[src/rtl/bmp_reader.sv]
// rtl/bmp_reader.sv - BMP header parser and pixel byte streamer over a byte-wide ROM.
// Optional BMP_READER_STRIP_PAD_EN: stream width*3*height bytes, skipping row padding.
module bmp_reader #(
  parameter int ADDR_W   = 20,
  parameter int HDR_SIZE = 54
) (
  input  logic              clk,
  input  logic              rst_n,
  input  logic              start,
  output logic              ROM_valid,
  output logic [ADDR_W-1:0] rom_addr,
  input  logic [7:0]        ROM_odata,
  output logic              pix_valid,
  output logic [7:0]        pix_data,
  input  logic              pix_ready,
  output logic [31:0]       img_width,
  output logic [31:0]       img_height,
  output logic              busy,
  output logic              done,
  output logic              err
);

  typedef enum logic [2:0] {IDLE, HDR, PIX, DONE, ERR} state_t;
  state_t state;

  logic              hdr_iss;
  logic              rd_vld;
  logic [ADDR_W-1:0] rd_idx;
  logic [15:0]       signature;
  logic [31:0]       data_offset;
  logic [15:0]       bpp;
  logic [23:0]       width_sh;
  logic [23:0]       height_sh;
  logic [ADDR_W-1:0] rd_left;
  logic [ADDR_W-1:0] tx_left;
  logic              s_valid;
  logic [7:0]        s_data;
`ifdef BMP_READER_STRIP_PAD_EN
  logic [31:0]       row_bytes;
  logic [31:0]       col;
  logic [1:0]        pad;
`else
  logic [31:0]       file_size;
`endif

  logic        pop;
  logic        push;
  logic        hdr_last;
  logic        hdr_ok;
  logic        room;
  logic [1:0]  in_use;
  logic [31:0] hidx;
  logic [31:0] pix_count;

  assign hidx     = 32'(rd_idx);
  assign pop      = pix_valid & pix_ready;
  assign push     = rd_vld & (state == PIX);
  assign hdr_last = rd_vld & (state == HDR) & (rd_idx == ADDR_W'(HDR_SIZE - 1));
  assign hdr_ok   = (signature == 16'h4D42) && (bpp == 16'd24) &&
                    (data_offset >= 32'(HDR_SIZE));

  // A read issued now lands two edges later; reserve space assuming no further pops.
  assign in_use = 2'(pix_valid) + 2'(s_valid) + 2'(rd_vld);
  assign room   = (in_use - 2'(pop)) < 2'd2;

`ifdef BMP_READER_STRIP_PAD_EN
  assign pix_count = img_width * 32'd3 * img_height;
  assign pad       = 2'd0 - row_bytes[1:0];
`else
  assign pix_count = file_size - data_offset;
`endif

  assign ROM_valid = ((state == HDR) & hdr_iss) |
                     ((state == PIX) & (rd_left != '0) & room);
  assign busy      = (state == HDR) | (state == PIX);

  always_ff @(posedge clk or negedge rst_n) begin
    if (!rst_n) begin
      state       <= IDLE;
      hdr_iss     <= 1'b0;
      rd_vld      <= 1'b0;
      rd_idx      <= '0;
      rom_addr    <= '0;
      signature   <= '0;
      data_offset <= '0;
      bpp         <= '0;
      width_sh    <= '0;
      height_sh   <= '0;
      img_width   <= '0;
      img_height  <= '0;
      rd_left     <= '0;
      tx_left     <= '0;
      pix_valid   <= 1'b0;
      pix_data    <= '0;
      s_valid     <= 1'b0;
      s_data      <= '0;
      done        <= 1'b0;
      err         <= 1'b0;
`ifdef BMP_READER_STRIP_PAD_EN
      row_bytes   <= '0;
      col         <= '0;
`else
      file_size   <= '0;
`endif
    end else begin
      done   <= 1'b0;
      rd_vld <= ROM_valid;
      rd_idx <= rom_addr;
      case (state)
        IDLE, DONE, ERR: begin
          if (start) begin
            state    <= HDR;
            hdr_iss  <= 1'b1;
            rom_addr <= '0;
            err      <= 1'b0;
          end
        end
        HDR: begin
          if (ROM_valid) begin
            if (rom_addr == ADDR_W'(HDR_SIZE - 1)) hdr_iss <= 1'b0;
            else rom_addr <= rom_addr + ADDR_W'(1);
          end
          if (rd_vld) begin
            case (hidx)
              32'd0:  signature[7:0]    <= ROM_odata;
              32'd1:  signature[15:8]   <= ROM_odata;
`ifndef BMP_READER_STRIP_PAD_EN
              32'd2:  file_size[7:0]    <= ROM_odata;
              32'd3:  file_size[15:8]   <= ROM_odata;
              32'd4:  file_size[23:16]  <= ROM_odata;
              32'd5:  file_size[31:24]  <= ROM_odata;
`endif
              32'd10: data_offset[7:0]   <= ROM_odata;
              32'd11: data_offset[15:8]  <= ROM_odata;
              32'd12: data_offset[23:16] <= ROM_odata;
              32'd13: data_offset[31:24] <= ROM_odata;
              32'd18: width_sh[7:0]      <= ROM_odata;
              32'd19: width_sh[15:8]     <= ROM_odata;
              32'd20: width_sh[23:16]    <= ROM_odata;
              32'd21: img_width          <= {ROM_odata, width_sh};
              32'd22: height_sh[7:0]     <= ROM_odata;
              32'd23: height_sh[15:8]    <= ROM_odata;
              32'd24: height_sh[23:16]   <= ROM_odata;
              32'd25: img_height         <= {ROM_odata, height_sh};
              32'd28: bpp[7:0]           <= ROM_odata;
              32'd29: bpp[15:8]          <= ROM_odata;
              default: ;
            endcase
          end
          if (hdr_last) begin
            if (!hdr_ok) begin
              state <= ERR;
              err   <= 1'b1;
            end else if (pix_count == 32'd0) begin
              state <= DONE;
              done  <= 1'b1;
            end else begin
              state    <= PIX;
              rom_addr <= data_offset[ADDR_W-1:0];
              rd_left  <= pix_count[ADDR_W-1:0];
              tx_left  <= pix_count[ADDR_W-1:0];
`ifdef BMP_READER_STRIP_PAD_EN
              row_bytes <= img_width * 32'd3;
              col       <= '0;
`endif
            end
          end
        end
        PIX: begin
          if (ROM_valid) begin
            rd_left <= rd_left - ADDR_W'(1);
`ifdef BMP_READER_STRIP_PAD_EN
            if (col == row_bytes - 32'd1) begin
              col      <= '0;
              rom_addr <= rom_addr + ADDR_W'(1) + ADDR_W'(pad);
            end else begin
              col      <= col + 32'd1;
              rom_addr <= rom_addr + ADDR_W'(1);
            end
`else
            rom_addr <= rom_addr + ADDR_W'(1);
`endif
          end
          // Two-entry FIFO: pix_data is the head, s_data the second slot.
          if (pop) begin
            if (s_valid) begin
              pix_data <= s_data;
              s_valid  <= push;
              if (push) s_data <= ROM_odata;
            end else begin
              pix_valid <= push;
              if (push) pix_data <= ROM_odata;
            end
          end else if (push) begin
            if (pix_valid) begin
              s_valid <= 1'b1;
              s_data  <= ROM_odata;
            end else begin
              pix_valid <= 1'b1;
              pix_data  <= ROM_odata;
            end
          end
          if (pop) begin
            tx_left <= tx_left - ADDR_W'(1);
            if (tx_left == ADDR_W'(1)) begin
              state <= DONE;
              done  <= 1'b1;
            end
          end
        end
        default: state <= IDLE;
      endcase
    end
  end

endmodule

[config.mk]
export PLATFORM = sky130hd
export DESIGN_NAME = bmp_reader
export DESIGN_NICKNAME = d
export VERILOG_FILES = /design/src/rtl/bmp_reader.sv
export SDC_FILE = /design/constraint.sdc
export NUM_CORES = 1
export LEC_CHECK = 0
export ABC_AREA = 1
export CAP_MARGIN = 15
export CORE_MARGIN = 1
export CORE_UTILIZATION = 45
export DETAILED_ROUTE_END_ITERATION = 8
export GPL_TIMING_DRIVEN = 0
export PLACE_DENSITY = 0.66
export SETUP_SLACK_MARGIN = 0.2
export SKIP_CTS_REPAIR_TIMING = 1
export SYNTH_ARGS = -nofsm -noshare
export SYNTH_HDL_FRONTEND = slang
export SYNTH_SLANG_ARGS = --single-unit
[constraint.sdc]
create_clock -name clk -period 2.8 [get_ports clk]
set_clock_uncertainty 0.2 [all_clocks]
set_input_delay 0.56 -clock clk [delete_from_list [all_inputs] [get_ports clk]]
set_output_delay 0.56 -clock clk [all_outputs]
set_load 0.03 [all_outputs]
==> results.cfg <==
[drt]
wire_per_inst_um = 17.6
drt-total-wl_um = 53600
vias = 16000
ant_nets = 0
drt_iter0_drc = 1261
drc = 0
first_pass_iters = 6
vias_per_cell = 5.25

[sta]
setup_slack_ns = -0.570
worst_pin_slew_ns = 0.854
slew_violations = 0
slew_headroom_pct = 43.1
final_hold_viol_count = 0
setup_violations = 63
fin_crit_ns = 3.37
rsz0062_at_grt = true
hold_slack_ns = 0.213
max_freq_mhz = 297
period_share_pct = 120

[floorplanning]
die_w_um = 198
io_pins = 109
die_y_um = 198
placementRows = 71
dieArea_um2 = 39200
core_area_um2 = 37800
initial_core_util_pct = 45.8

[setup_path]
start_kind = register
worstPathCellList = nand2_8 -> inv_2 -> clkbuf_8 -> ha_4 -> inv_2 -> ha_4 -> a21oi_2 -> or2_4 -> nand4_1 -> nand2_2 -> buf_8 -> buf_6
path_class = register to output pin
end_kind = output pin
worstRegToRegCells = 22
slowest_stage = dfrtp_2
path_max_fanout = 11
rrSetupSlack_ns = -0.49
crit_buf_inv = 5
slowest_delay_ns = 0.46
worstPathRequired_ns = 2.04
crit_family = buffers and inverters
arrival_ns = 2.61
crit_cells = 12

[layout]
layout.nets = 2561
multi_input_area_um2 = 8900
fill_cells = 3369
seqCellArea_um2 = 7840
drive_gt1_share_pct = 16.7
diodes = 0
fin_cells = 3046
final_core_util_pct = 59.0
area_growth_pct = 28.8

[logic_synthesis]
syn_area_per_cell_um2 = 7.55
yosysWarnings = 0
ys_seq_elements = 313
syn-cell-area_um2 = 17300
synthTopCellsByCount = 601 x nand2_1, 355 x inv_1, 313 x dfrtp_1, 212 x nor2_1, 174 x o21ai_0
synth_most_common_cell = nand2_1
async_flop_share_pct = 100
syn_inst = 2291
ys_types = 43
synth_top_area_cell = dfrtp_1
synth.area.top_cells = dfrtp_1 45%, nand2_1 13%, inv_1 7.7%, o21ai_0 5.0%, nor2_1 4.6%
synth_top_area_share_pct = 45.3
synth.net_count = 2343
ys.flop_type = dfrtp_1
ys_seq_area_share_pct = 45.3
synth_edf_count = 0

[run]
drv_cap = 0

[placed_design]
portBuffers = 108
routabilityCongestion = 0.906
hpwl_um = 38000
place_inst = 2912
place_ws_ns = -1.29

[clocking]
root_buffer = clkbuf_16
clk_latency_ns = 0.54
cts_inserted_buffers = 36
ctsHtreeMaxLevel = 2
cts_buffer_depth = 3
cts_tree = built
clk_pin_slew_ns = 0.06
cts_sinks = 313

[power_and_ir_drop]
p_sw_mw = 7.80
irDropWorstVdd_mv = 0.467
leakage_nw = 11.5
p_per_area_nw_per_um2 = 866
pwr-share-seq_pct = 31.3
p_int_mw = 11.5
power_switching_share_pct = 40.4
power_mw = 19.3
p_comb_share_pct = 42.7
power_frac_clock_pct = 25.9

[grt]
grt_max_degree = 110
track_usage_pct = 26.4
antenna_found_initial = 0
grt.overflow.total = 0
first_global_vias = 14600
grt_pass1_wl_um = 79800

[hold_path]
min_path_cells = 0
hold_class = register to register

[status]
status = finished with violations
violations = setup timing
-- path summary, 6_finish.rpt --
| kind | start | to |
|---|---|---|
| worst max-delay path | pix_valid | ROM_valid |
| worst min-delay path | rom_addr[13] | rd_idx[13] |
| worst max register to register | data_offset[0] | rd_left[4] |
| worst min register to register | rom_addr[13] | rd_idx[13] |
| max in group asynchronous | rst_n | file_size[28] |
| min in group asynchronous | rst_n | rd_left[6] |
-- layout make-up --
cell class | instances | area share (%)
multi-input cells | 1544 | 39.9
flip-flops and latches | 313 | 35.2
repair buffers | 180 | 8.24
inverters | 361 | 6.12
clock buffers | 48 | 4.60
well taps | 511 | 2.87
plain buffers | 73 | 2.02
clock inverters | 16 | 1.06
-- registers in the layout (all words and copies together), names as in the netlist, 3 cells and up --
signal / flops
rom_addr: 20
s_data: 8
img_height: 32
rd_left: 20
state: 3
signature: 16
data_offset: 32
bpp: 16
img_width: 32
pix_data: 8
height_sh: 24
rd_idx: 20
width_sh: 24
tx_left: 20
file_size: 32
-- cells in the final DEF (no fill, tap or decap), types with 44 or more instances in the layout --
cell type / count
a21oi_1: 57
buf_4: 55
clkbuf_1: 44
clkdlybuf4s50_1: 103
dfrtp_1: 311
inv_1: 331
mux2i_1: 54
nand2_1: 546
nand2_2: 46
nand3_1: 77
nor2_1: 197
o21ai_0: 174
-- power groups by stage --
stage | logic, mW | registers [mW] | clock network, mW
after floorplan | 4.53 | 6.31 | 0
after global placement | 6.76 | 6.07 | 0
after detailed placement | 6.86 | 6.08 | 0
after CTS | 6.91 | 6.01 | 5.08
after global routing | 9.04 | 6.15 | 5.23
final | 8.25 | 6.05 | 5.01
-- cell families (layout without fill, tap and decap cells) --
group           count (synthesis)  after routing  share of synthesized area, %
xor+xnor                       41             41                          2.08
compound gates                319            319                          9.56
buf+inv                       434            678                          9.62
mux                            70             70                          4.16
fa+ha+maj                      40             40                          2.94
simple gates                 1074           1074                          26.4
flops                         313            313                          45.3
-- per-layer routing --
metal	track usage, %	share of wire, %	vias to the layer above
met2	42.9	47	518
li1	-	-	7746
met1	36.6	44	7618
met3	3.05	5.9	106
met4	8.44	3.1	0
met5	0	0	-
-- worst reg2reg max path, cell delays in order (launching register included) --
cell and delay [ns]:
dfrtp_1 0.41, ha_2 0.20, buf_4 0.14, inv_1 0.15
nand3_1 0.12, nand2_1 0.14, nand2_1 0.06, nand2_1 0.14
nand2_1 0.09, nand2_2 0.12, nand2_1 0.08, nand3_1 0.09
nand2_1 0.06, inv_1 0.06, nand3_2 0.09, nor2_4 0.16
nand4_1 0.23, nand4_1 0.17, buf_6 0.14, buf_6 0.14
clkbuf_16 0.15, nand2_2 0.04, o21ai_1 0.07
-- metrics by stage --
stage | instance area (µm²) | setup TNS (ns)
2_1_floorplan | 17400 | 0
3_3_place_gp | 19100 | -3977.59
3_5_place_dp | 19200 | -74.48
4_1_cts | 20500 | -73.79
5_1_grt | 22300 | -39.69
6_report | 22300 | -27.17
Note: power is estimated with default switching activity, not from simulation.
